`config.mk`:
```
export PLATFORM = sky130hd
export DESIGN_NAME = fifo_rr_arbiter
export DESIGN_NICKNAME = d
export VERILOG_FILES = /design/src/rtl/fifo_rr_arbiter_pkg.sv /design/src/rtl/fifo_rr_arbiter_rr_pick.sv /design/src/rtl/fifo_rr_arbiter.sv
export SDC_FILE = /design/constraint.sdc
export NUM_CORES = 1
export LEC_CHECK = 0
export ABC_AREA = 1
export CORE_ASPECT_RATIO = 1.4
export CORE_MARGIN = 2
export CORE_UTILIZATION = 39
export CTS_CLUSTER_DIAMETER = 30
export DETAILED_ROUTE_END_ITERATION = 7
export MAX_ROUTING_LAYER = met4
export PLACE_DENSITY = 0.73
export SLEW_MARGIN = 20
export SYNTH_ARGS = -nofsm -noshare
export SYNTH_HDL_FRONTEND = slang
export SYNTH_SLANG_ARGS = --single-unit
```
`constraint.sdc`:
```
create_clock -name clk -period 1.9 [get_ports clk]
set_input_delay 0.475 -clock clk [delete_from_list [all_inputs] [get_ports clk]]
set_output_delay 0.475 -clock clk [all_outputs]
set_load 0.05 [all_outputs]
```
`src/rtl/fifo_rr_arbiter_pkg.sv`:
```
// fifo_rr_arbiter shared definitions.
// State encoding, port counts and small one-hot helpers.
package fifo_rr_arbiter_pkg;

   localparam int NUM_IN       = 4;
   localparam int NUM_OUT      = 2;
   localparam int DW_DEF       = 6;
   localparam int DEST_BIT_DEF = 5;

   typedef enum logic [1:0] {
      IDLE   = 2'd0,
      ACTIVE = 2'd1,
      PAUSE  = 2'd2
   } arb_state_e;

   // index of the set bit of a one-hot nibble
   function automatic logic [1:0] oh2idx(input logic [3:0] oh);
      return {oh[3] | oh[2], oh[3] | oh[1]};
   endfunction

   // more than one bit set
   function automatic logic multi_hot(input logic [3:0] v);
      return (v & (v - 4'd1)) != 4'd0;
   endfunction

endpackage

```
`src/rtl/fifo_rr_arbiter_rr_pick.sv`:
```
// rr_pick: combinational rotating priority encoder.
// Searches ptr, ptr+1, ... mod 4 and returns the first eligible input one-hot.
module rr_pick
   import fifo_rr_arbiter_pkg::*;
(
   input  logic [NUM_IN-1:0] eligible,
   input  logic [1:0]        ptr,
   output logic [NUM_IN-1:0] grant,
   output logic              any
);

   logic       found;
   logic [1:0] idx;

   // walk the inputs starting at ptr, keep the first hit
   always_comb begin
      grant = '0;
      found = 1'b0;
      idx   = ptr;
      for (int k = 0; k < NUM_IN; k++) begin
         idx = ptr + 2'(k);
         if (!found && eligible[idx]) begin
            grant[idx] = 1'b1;
            found      = 1'b1;
         end
      end
   end

   assign any = |eligible;

endmodule

```
`src/rtl/fifo_rr_arbiter.sv`:
```
// fifo_rr_arbiter: round-robin pop of four input FIFOs, routed to two outputs.
// Optional per-input grant counters with FIFO_RR_ARBITER_STATS_EN.
module fifo_rr_arbiter
   import fifo_rr_arbiter_pkg::*;
#(
   parameter int DW       = DW_DEF,
   parameter int DEST_BIT = DEST_BIT_DEF
)(
   input  logic          clk,
   input  logic          reset_L,
   input  logic [3:0]    fifo_empty_in,
   input  logic [3:0]    valid_in,
   input  logic [DW-1:0] data_in0,
   input  logic [DW-1:0] data_in1,
   input  logic [DW-1:0] data_in2,
   input  logic [DW-1:0] data_in3,
   input  logic [5:0]    error_in,
   input  logic [1:0]    almost_full_in,
   input  logic [1:0]    almost_empty_in,
`ifdef FIFO_RR_ARBITER_STATS_EN
   output logic [31:0]   grant_cnt,
`endif
   output logic [3:0]    pop_out,
   output logic          push_out0,
   output logic          push_out1,
   output logic [DW-1:0] data_out,
   output logic          paused,
   output logic          error_out
);

   arb_state_e    state_q, state_d;
   logic [1:0]    ptr_q, ptr_d;
   logic [1:0]    mask_q, mask_d;
   logic [3:0]    pop_q, pop_d;
   logic [3:0]    pop_prev_q, pop_prev_d;
   logic          push0_q, push0_d;
   logic          push1_q, push1_d;
   logic [DW-1:0] data_q, data_d;
   logic          paused_q, paused_d;
   logic          err_q, err_d;

   logic [3:0]    elig;
   logic [3:0]    grant;
   logic          any_elig;
   logic          do_grant;
   logic [3:0]    take;
   logic [DW-1:0] word;
   logic          push_any;

   // an input popped last cycle still shows non-empty; mask it once
   assign elig = ~fifo_empty_in & ~pop_q;

   rr_pick u_pick (
      .eligible (elig),
      .ptr      (ptr_q),
      .grant    (grant),
      .any      (any_elig)
   );

   // next state, pause mask and pause flag
   always_comb begin
      state_d = state_q;
      mask_d  = mask_q;
      if (almost_full_in != 2'b00) begin
         state_d = PAUSE;
         mask_d  = mask_q | almost_full_in;
      end else begin
         unique case (state_q)
            PAUSE: begin
               if ((almost_empty_in & mask_q) == mask_q) begin
                  mask_d  = 2'b00;
                  state_d = any_elig ? ACTIVE : IDLE;
               end
            end
            default: state_d = any_elig ? ACTIVE : IDLE;
         endcase
      end
      paused_d = (state_d == PAUSE);
   end

   // issue at most one pop and advance the pointer past the winner
   always_comb begin
      do_grant = (state_d == ACTIVE);
      pop_d    = do_grant ? grant : 4'b0000;
      ptr_d    = do_grant ? oh2idx(grant) + 2'd1 : ptr_q;
      pop_prev_d = pop_q;
   end

   // accept the word answering last cycle's pop and route it
   always_comb begin
      take = valid_in & pop_prev_q;
      word = '0;
      unique case (1'b1)
         take[0]: word = data_in0;
         take[1]: word = data_in1;
         take[2]: word = data_in2;
         take[3]: word = data_in3;
         default: word = '0;
      endcase
      push_any = |take;
      push0_d  = push_any & ~word[DEST_BIT];
      push1_d  = push_any &  word[DEST_BIT];
      data_d   = push_any ? word : data_q;
   end

   // sticky error from FIFO flags and protocol violations
   always_comb begin
      err_d = err_q
            | (|error_in)
            | (|(valid_in & ~pop_prev_q))
            | multi_hot(valid_in);
   end

   // state and output registers
   always_ff @(posedge clk or negedge reset_L) begin
      if (!reset_L) begin
         state_q    <= IDLE;
         ptr_q      <= 2'd0;
         mask_q     <= 2'b00;
         pop_q      <= 4'b0000;
         pop_prev_q <= 4'b0000;
         push0_q    <= 1'b0;
         push1_q    <= 1'b0;
         data_q     <= '0;
         paused_q   <= 1'b0;
         err_q      <= 1'b0;
      end else begin
         state_q    <= state_d;
         ptr_q      <= ptr_d;
         mask_q     <= mask_d;
         pop_q      <= pop_d;
         pop_prev_q <= pop_prev_d;
         push0_q    <= push0_d;
         push1_q    <= push1_d;
         data_q     <= data_d;
         paused_q   <= paused_d;
         err_q      <= err_d;
      end
   end

   assign pop_out   = pop_q;
   assign push_out0 = push0_q;
   assign push_out1 = push1_q;
   assign data_out  = data_q;
   assign paused    = paused_q;
   assign error_out = err_q;

`ifdef FIFO_RR_ARBITER_STATS_EN
   logic [3:0][7:0] cnt_q, cnt_d;

   // saturating grant counters, one per input
   always_comb begin
      cnt_d = cnt_q;
      for (int i = 0; i < NUM_IN; i++) begin
         if (do_grant && grant[i] && cnt_q[i] != 8'hFF)
            cnt_d[i] = cnt_q[i] + 8'd1;
      end
   end

   // counter registers
   always_ff @(posedge clk or negedge reset_L) begin
      if (!reset_L) cnt_q <= '0;
      else          cnt_q <= cnt_d;
   end

   assign grant_cnt = cnt_q;
`endif

endmodule

```
**After elaboration in Yosys (flattened, before gate mapping)**

Cells that the tools add are included.

- Order comparisons: 8
- Add/subtract/negate cells: 5
- Multiplexer cells: 32
- Eq/ne operators: 4
- Reduce and logical (&&, ||, !) cells: 19
- Bitwise operators: 20

Operator list:

| cell | number |
|---|---|
| 6-bit one-hot mux with 4 select lines | 1 |
| 4-bit 2-to-1 mux | 5 |
| 4-bit bitwise AND | 4 |
| 2-bit by 3-bit < comparator with 1-bit output (second input constant) | 4 |
| 1-bit 2-to-1 mux | 12 |
| 2-bit 2-to-1 mux | 6 |
| 4-bit inverter | 3 |
| 4-bit OR | 3 |
| 4-bit OR reduction | 3 |
| 1-bit binary-select mux with 2-bit select | 4 |
| 1-bit demux with 2-bit select | 4 |
| 2-bit by 1-bit greater-or-equal comparator with 1-bit output (second input constant) | 4 |
| 1-bit logical AND | 7 |
| 2-bit nonzero test | 3 |
| 6-bit OR reduction | 1 |
| 1-bit OR | 5 |
| 2-bit by 1-bit adder with 2-bit output (second input constant) | 2 |
| 2-bit adder (second input constant) | 2 |
| 2-bit == test (second input constant) | 2 |
| 4-bit nonzero test | 1 |
| 4-bit by 1-bit subtractor with 4-bit output (second input constant) | 1 |
| 1-bit logical NOT | 3 |
| 1-bit bitwise AND | 2 |
| 2-bit bitwise AND | 1 |
| other kinds (5) | 5 |

- Word-level logic and storage cells: 98
- Bits of input ports: 44
- Flip-flop bits (word level): 24
- Output and inout bits: 14

**Longest topological paths before layout**

Gate-level depths: netlist of run 1.

- Word-level depth: 16
- Gate-level depth with buffers: 13
- Mapped depth without buffers: 13

**Cells and area by module**

A second synthesis of run 1 with hierarchy kept.

- Cells, all modules: 224
- Area total of the unflattened synthesis: 1612.8 um^2

Modules (own cells, without submodules):

| module | cells each | area an instance (um^2) | times used | seq. area each (um^2) |
|---|---|---|---|---|
| fifo_rr_arbiter | 150 | 1207.4 | 1 | 600.6 |
| rr_pick | 74 | 405.4 | 1 | 0.0 |

**Worst setup path before layout of run 1**

OpenSTA, ideal clock, no wires.

- Path kind: flip-flop to flip-flop
- Start point: register ptr_q[1]
- End point: register ptr_q[1]
- Cell stages (with the launch flop): 13
- Clock period less this slack: 1.746 ns
- Data required time: 1.783 ns
- Buffers on the path: 0
- Setup time: 0.117 ns
- Path slack: 0.154 ns
- Arrival time: 1.629 ns
- Path through: dfrtp_1 inv_1 ha_1 inv_1 nand3_1 nand2_1 nand2_4 nor2_4 nand2_1 nand3_1 nand2_1 nand3_1 nand2_1

- Longest elaborated chain between the ends: 14
- Elaborated cells between the ends (all ways): 50
- Classes of those cells: add/sub: 4; order compare: 8; mux: 23; bitwise: 5; reduce/logical: 10

RTL lines:

| what | line | text |
|---|---|---|
| start: declaration | fifo_rr_arbiter.sv:32 | `logic [1:0] ptr_q, ptr_d;` |
| start signal: assignment | fifo_rr_arbiter.sv:129 | `ptr_q <= ptr_d;` |
| parallel branches: the longest is 11 deep, another holds 2-bit by 3-bit < comparator with 1-bit output | -- |  |
| 4-bit 2-to-1 mux (*) | fifo_rr_arbiter_rr_pick.sv:22 | `if (!found && eligible[idx]) begin` |
| 1-bit OR | fifo_rr_arbiter_pkg.sv:18 | `return {oh[3] \| oh[2], oh[3] \| oh[1]};` |
| 2-bit by 1-bit adder with 2-bit output (*) | fifo_rr_arbiter.sv:85 | `ptr_d = do_grant ? oh2idx(grant) + 2'd1 : ptr_q;` |

Mark *: on every way between the ends. The select of a mux whose other input is x is not followed.
A chain may end at the register's enable or synchronous reset.

**Worst setup path in the final report of run 1**

- Start point: input fifo_empty_in[2]
- End point: register ptr_q[1]

- Longest elaborated chain between the ends: 16
- Elaborated cells between the ends (all ways): 35
- Classes of those cells: add/sub: 1; eq/ne: 1; mux: 19; bitwise: 7; reduce/logical: 7

RTL lines:

| what | line | text |
|---|---|---|
| start: declaration | fifo_rr_arbiter.sv:11 | `input logic [3:0] fifo_empty_in,` |
| 4-bit inverter (*) | fifo_rr_arbiter.sv:51 | `assign elig = ~fifo_empty_in & ~pop_q;` |
| 4-bit bitwise AND (*) | fifo_rr_arbiter.sv:51 |  |
| 1-bit binary-select mux with 2-bit select | fifo_rr_arbiter_rr_pick.sv:22 |  |
| 1-bit 2-to-1 mux (not written as such) | fifo_rr_arbiter_rr_pick.sv:22 |  |
| 1-bit 2-to-1 mux | fifo_rr_arbiter_rr_pick.sv:22 |  |
| 1-bit logical NOT | fifo_rr_arbiter_rr_pick.sv:22 |  |
| 1-bit logical AND | fifo_rr_arbiter_rr_pick.sv:22 |  |
| 1-bit 2-to-1 mux | fifo_rr_arbiter_rr_pick.sv:22 |  |
| 1-bit logical NOT | fifo_rr_arbiter_rr_pick.sv:22 |  |
| 1-bit logical AND | fifo_rr_arbiter_rr_pick.sv:22 |  |
| 1-bit 2-to-1 mux | fifo_rr_arbiter_rr_pick.sv:22 |  |
| 1-bit logical NOT | fifo_rr_arbiter_rr_pick.sv:22 |  |
| 1-bit logical AND | fifo_rr_arbiter_rr_pick.sv:22 |  |
| 4-bit 2-to-1 mux | fifo_rr_arbiter_rr_pick.sv:22 |  |
| 1-bit OR | fifo_rr_arbiter_pkg.sv:18 |  |
| 2-bit by 1-bit adder with 2-bit output | fifo_rr_arbiter.sv:85 |  |

Every way passes the cells marked *; elsewhere a longest branch is shown, timed or not. The select of a mux whose other input is x is not followed.

==> flow_summary.json, run 1 <==
{
  "status": "complete, no violations",
  "net-switching-power_uw": 1244,
  "slew_viol_final": 0,
  "fp.dieW_um": 55.36,
  "instances_no_fill": 299,
  "cts_hold_buffers": 0,
  "tritoncts": "yes",
  "ys_types": 26,
  "hold_depth": 0,
  "r2r-end": "ptr_q[0]",
  "via_per_inst": 5.100,
  "ys_top_cells_by_area": "dfrtp_1 42%, nand2_1 16%, nand3_1 7.6%",
  "seqPwrFrac_pct": 24.7,
  "die_area_um2": 4201,
  "cts.clk_slew.worst_paths_ns": 0.08,
  "h-tree-depth": 1,
  "hp-class": "reg2reg",
  "worst_pin_slew_ns": 0.3803,
  "syn_to_final_growth_pct": 53.00,
  "setup_viol": 0,
  "critPathRequiredTime_ns": 2.06,
  "final_layout_size_suffix_gt1_share_pct": 18.29,
  "crit_type": "in2reg",
  "clk_latency_ns": 0.26,
  "r2r-start": "ptr_q[0]",
  "antenna_found_initial": 0,
  "root_buffer": "clkbuf_8",
  "start_util_pct": 40.24,
  "grt_use_total_pct": 20.36,
  "cts_resized": 0,
  "pwr-share-comb_pct": 59.5,
  "synth_nets": 236,
  "postCtsSetupRepairBufs": 0,
  "nets": 309,
  "intPower_uw": 1516,
  "relSlewSlack_pct": 73.99,
  "numPortBuffers": 57,
  "routed-via-count": 1525,
  "syn_area_um2": 1440,
  "grt_overflow": 0,
  "antenna_cells": 0,
  "p_per_area_nw_per_um2": 1253,
  "setup_tns_ns": 0,
  "p_sw_share_pct": 45.07,
  "hpwlAfterDp_mm": 3.176,
  "rows": 26,
  "finalCritPeriodShare_pct": 95.66,
  "max_cap_viol_count": 0,
  "rsz0062_at_grt": "false",
  "io_pins": 58,
  "cts_made_buffers": 3,
  "dp.cells": 295,
  "fin_skew_ns": 0.001340,
  "synth-seq-cells": 24,
  "yosysTopAreaCell": "dfrtp_1",
  "cp_max_fo": 4,
  "clock_path_buffers": 2,
  "finalHoldViolCount": 0,
  "max_freq_mhz": 550.2,
  "clkPwrFrac_pct": 15.7,
  "ys_warn_count": 0,
  "dr.pass1.iters": 4,
  "place.gp.congestion": 0.9088,
  "crit_end": "ptr_q[1]",
  "p_total_uw": 2760,
  "die_h_um": 75.90,
  "routed_wl_mm": 3.944,
  "crit_path_start_kind": "input pin",
  "fin_ws_ns": 0.08242,
  "wire_per_inst_um": 13.19,
  "grt_pass1_vias": 1576,
  "reg2reg_depth": 12,
  "dp_slack_ns": -0.1766,
  "r2r_slack_ns": 0.19,
  "grt_max_degree": 25,
  "design_area_um2": 2203,
  "synthDominantCellAreaShare_pct": 41.70,
  "syn_avg_cell_area_um2": 7.784,
  "min_period_ns": 1.818,
  "leakage_uw": 0.001169,
  "grt_pass1_wl_mm": 6.789,
  "drc": 0,
  "arrival_ns": 1.98,
  "synth_cells": 185,
  "placed_area_um2": 2117,
  "ir_worst_vdd_mv": 0.7219,
  "cts.sink_count": 24,
  "endpoint_kind": "flop",
  "drtAntennaViolNets": 0,
  "crit_start": "fifo_empty_in[2]",
  "core_area_um2": 3578,
  "initialDrtViolationCount": 39,
  "ys_seq_area_share_pct": 41.70
}
-- area by class of cell --
class                           instances  area [um2]
Sequential cell                        24       600.6
Timing Repair Buffer                   70       633.1
Fill cell                             322        1375
Clock inverter                          1       30.03
Multi-Input combinational cell        135       755.7
Inverter                               24       90.09
Clock buffer                            3       41.29
Tap cell                               42       52.55
-- worst min path at each step --
| stage | startpoint | endpoint |
|---|---|---|
| after global placement | pop_out[2] | pop_prev_q[2] |
| after global routing | pop_out[2] | pop_prev_q[2] |
| after detailed placement | pop_out[2] | pop_prev_q[2] |
| after CTS | pop_out[2] | pop_prev_q[2] |
| final | pop_out[2] | pop_prev_q[2] |
| after floorplan | reset_L | data_out[0] |
-- worst max-delay path: stages --
cell             delay (ns)
clkdlybuf4s50_1        0.41
nor2_2                 0.14
nand2_1                0.12
nand3_1                0.12
nand2_1                0.10
nand2_4                0.10
inv_2                  0.05
nand3_1                0.10
nand2_1                0.07
nor2_1                 0.11
nand2_1                0.07
nand3_1                0.06
nand2_1                0.05
-- flip-flops by register name, indices dropped and copies added, names as in the netlist --
register and cells:
mask_q 2, pop_prev_q 4, push_out0 1, pop_out 4, data_out 6, ptr_q 2
paused 1, state_q 2, error_out 1, push_out1 1
-- through the flow --
stage | hold WS, ns | util [%]
after global placement | 0.4001 | 59.16
after detailed placement | 0.4085 | 59.16
after floorplan | 0.1794 | -
after global routing | 0.4562 | 61.57
after CTS | 0.4268 | 61.15
final | 0.4353 | 61.57
-- power by group through the flow --
stage          sequential, uW  combinational (uW)  clock, uW
4_1_cts                   681                1630        447
3_5_place_dp              692                1610          0
5_1_grt                   696                1810        468
2_1_floorplan             967                 786          0
3_3_place_gp              687                1610          0
6_report                  683                1640        434
-- placed cells by master (no fill, tap or decap), types with 2 or more instances in the layout --
cell type	n
nand2_2	3
inv_2	4
ha_1	7
a221oi_1	5
clkdlybuf4s50_1	43
buf_4	27
inv_1	20
dfrtp_1	24
nand3_1	21
nor2_2	4
nand2_1	61
nor2_1	12
clkbuf_8	3
o21ai_0	2
nor2_4	2
a32o_1	6
-- per-layer routing --
layer	global-route usage (%)	vias to the layer above	wire length (um)
met4	8.293	0	87
met5	-	-	0
met1	22.97	701	1576
met3	2.730	8	225
met2	35.71	59	2054
li1	-	757	-
-- cells by family after synthesis --
kind of cell               after synthesis  share of synthesized area, %
adders and majority gates                7                         6.081
buffers and inverters                   26                         6.863
AOI/OAI and AO/OA                       20                         12.77
and+or+nand+nor                        108                         32.58
DFF                                     24                         41.70
-- cell usage after synthesis (all sizes together) --
library cell / instances
inv: 24
o21ai: 3
nor2: 18
a2111oi: 2
o22ai: 1
nand2: 65
a21oi: 1
a22o: 1
dfrtp: 24
o2111ai: 1
nor4: 1
clkbuf: 2
ha: 7
nor3: 1
a221oi: 5
a32o: 6
nand4: 1
nand3: 22
(Power assumes the default switching activity.)
==> run 2: changes to the inputs <==
--- a/config.mk
+++ b/config.mk
@@ -5,14 +5,13 @@
 export SDC_FILE = /design/constraint.sdc
 export NUM_CORES = 1
 export LEC_CHECK = 0
-export ABC_AREA = 1
 export CORE_ASPECT_RATIO = 1.4
 export CORE_MARGIN = 2
 export CORE_UTILIZATION = 39
 export CTS_CLUSTER_DIAMETER = 30
 export DETAILED_ROUTE_END_ITERATION = 7
 export MAX_ROUTING_LAYER = met4
-export PLACE_DENSITY = 0.73
+export PLACE_DENSITY = 0.74
 export SLEW_MARGIN = 20
 export SYNTH_ARGS = -nofsm -noshare
 export SYNTH_HDL_FRONTEND = slang
==> run 2 against run 1 <==
Net effect: the flow now finishes with violations (negative setup slack); cell count fell by 5.0%; area after synthesis decreased by 1.6%; register-to-register slack worse by 0.41 ns.
==> flow_summary.json, run 2 <==
{
  "ys_seq_area_share_pct": 42.37,
  "r2r-start": "ptr_q[0]",
  "core_area_um2": 3441,
  "largest_register_ffs": 6,
  "cts.clk_slew.worst_paths_ns": 0.08,
  "hp-class": "reg2reg",
  "h-tree-depth": 1,
  "ir_worst_vdd_mv": 1.035,
  "grt_use_total_pct": 22.82,
  "worst-path-buf-inv": 4,
  "ys_top_cells_by_area": "dfrtp_1 42%, a22oi_1 7.9%, ha_1 6.2%",
  "cpPeakStageDelay_ns": 0.43,
  "via_per_inst": 5.609,
  "numPortBuffers": 57,
  "min_period_ns": 2.116,
  "pwr-share-comb_pct": 66.6,
  "rows": 25,
  "clk_latency_ns": 0.26,
  "drtAntennaViolNets": 0,
  "syn_avg_cell_area_um2": 9.845,
  "synth_cells": 144,
  "synth-edff-count": 0,
  "clkPwrFrac_pct": 9.7,
  "final_cell_mix": "53 x buf_4, 38 x clkdlybuf4s50_1, 19 x dfrtp_1, 15 x a22oi_1, 12 x nor2_1",
  "rsz0062_at_grt": "true",
  "cts.sink_count": 24,
  "tritoncts": "yes",
  "nets": 296,
  "final_common_cell": "buf_4",
  "hpwlAfterDp_mm": 3.685,
  "ys.flop_type": "dfrtp_1",
  "place.gp.congestion": 0.9537,
  "final_layout_size_suffix_gt1_share_pct": 39.75,
  "ys_top_cells_by_count": "24 x dfrtp_1, 18 x nor2_1, 15 x a22oi_1",
  "initialDrtViolationCount": 43,
  "setup_tns_ns": -0.7447,
  "ys_types": 41,
  "cp_max_fo": 7,
  "routed-via-count": 1593,
  "synthArstFlopShare_pct": 100.0,
  "finalHoldViolCount": 0,
  "p_per_area_nw_per_um2": 1198,
  "grt_pass1_vias": 1575,
  "cts_hold_buffers": 0,
  "synth-seq-cells": 24,
  "critical-path-top-delay-family": "buffers and inverters",
  "antenna_found_initial": 0,
  "seqPwrFrac_pct": 23.7,
  "routed_wl_mm": 4.826,
  "grt_max_degree": 25,
  "worst_pin_slew_ns": 0.3619,
  "wire_per_inst_um": 16.99,
  "n_fill_cell": 263,
  "leakage_uw": 0.001123,
  "drc": 0,
  "cpMaxStageDelayCell": "dfrtp_2",
  "setup_viol": 5,
  "p_sw_share_pct": 42.77,
  "fin_ws_ns": -0.2156,
  "ys_warn_count": 0,
  "syn_to_final_growth_pct": 77.40,
  "cpMostUsedCell": "buf_4",
  "fp.dieW_um": 54.96,
  "antenna_cells": 0,
  "holdWs_ns": 0.4259,
  "critPathRequiredTime_ns": 2.06,
  "crit_chain": "buf_6 -> nor4b_4 -> nor4_2 -> buf_4 -> nor3_4 -> buf_4 -> a22o_1 -> a221oi_2 -> buf_4 -> nor2_2",
  "die_h_um": 75.34,
  "crit_path_start_kind": "flop",
  "status": "finished, violations left",
  "synthDominantCellAreaShare_pct": 42.37,
  "crit_start": "ptr_q[0]",
  "finalCritPeriodShare_pct": 111.3,
  "max_cap_viol_count": 0,
  "slew_viol_final": 0,
  "min_from": "pop_out[0]",
  "clock_path_buffers": 2,
  "max_freq_mhz": 472.7,
  "syn_area_um2": 1418,
  "relSlewSlack_pct": 75.54,
  "io_pins": 58,
  "grt_pass1_wl_mm": 6.658,
  "endpoint_kind": "flop",
  "dr.pass1.iters": 4,
  "start_util_pct": 41.20,
  "cts_made_buffers": 3,
  "yosysTopAreaCell": "dfrtp_1",
  "grt_overflow": 0,
  "die_area_um2": 4140,
  "arrival_ns": 2.27,
  "violations": "negative setup slack",
  "yosysMostFrequentCell": "dfrtp_1",
  "root_buffer": "clkbuf_8",
  "net-switching-power_uw": 1289,
  "fin_skew_ns": 0.007257,
  "crit_type": "reg2reg",
  "synth_nets": 195,
  "intPower_uw": 1725
}
-- run 2: worst register-to-register path, cell delays in order (launching register included) --
cell and delay, ns:
dfrtp_2 0.43, buf_6 0.15, nor4b_4 0.14, nor4_2 0.28
buf_4 0.19, nor3_4 0.05, buf_4 0.13, a22o_1 0.20
a221oi_2 0.25, buf_4 0.17, nor2_2 0.03
-- run 2: worst paths after layout --
kind	to	slack, ns	depth (start not counted)
max	pop_out[3]	-0.22	10
min	pop_prev_q[0]	0.43	0
max reg2reg	pop_out[3]	-0.22	10
min reg2reg	pop_prev_q[0]	0.43	0
max in group asynchronous	pop_out[1]	1.08	2
min in group asynchronous	error_out	0.57	2
-- run 2: kinds of logic after synthesis --
kind of cell	synth area share, %
buffers and inverters	3.708
adders and majority gates	6.178
DFF	42.37
and+or+nand+nor	21.01
AOI/OAI and AO/OA	22.24
muxes	3.883
xor gates and xnor gates	0.6179
-- run 2: per-layer routing --
layer,wire (um),global-route usage (%),vias to the layer above
met4,83,7.046,0
met5,0,-,-
met2,2680,46.56,76
met3,412,2.549,12
li1,-,-,742
met1,1650,20.54,763
-- run 2: through the flow --
stage | cells | worst slack (ns) | power, uW | area [um2] | utilization (%)
floorplan | 144 | -0.1787 | 1723 | 1461 | -
global placement | 274 | -0.6495 | 2378 | 2313 | 67.24
detailed placement | 274 | -0.7504 | 2413 | 2313 | 67.24
CTS | 280 | -0.1724 | 2851 | 2427 | 70.55
global route | 284 | -0.3456 | 3209 | 2515 | 73.09
finish | 284 | -0.2156 | 3014 | 2515 | 73.09
-- run 2: cell type report --
| cell class | instances | area (um2) | area share, % |
|---|---|---|---|
| multi-input combinational | 106 | 900.9 | 35.82 |
| sequential | 24 | 606.8 | 24.13 |
| tap | 40 | 50.05 | 1.990 |
| clock buffer | 4 | 45.04 | 1.791 |
| timing repair buffer | 101 | 875.8 | 34.83 |
| inverter | 9 | 36.28 | 1.443 |
-- run 2: power by group through the flow --
stage / Clock, uW / Sequential, uW / Combinational, uW
global route: 331 / 729 / 2150
global placement: 0 / 712 / 1670
CTS: 301 / 711 / 1840
floorplan: 0 / 1020 / 701
finish: 292 / 715 / 2010
detailed placement: 0 / 717 / 1700
-- run 2: timing repair --
item                                    CTS  global route
setup buffers                             2             3
gates cloned                              0             1
pin swaps                                 9             8
endpoints found under the setup margin    6             7
gates resized for setup                  14            15
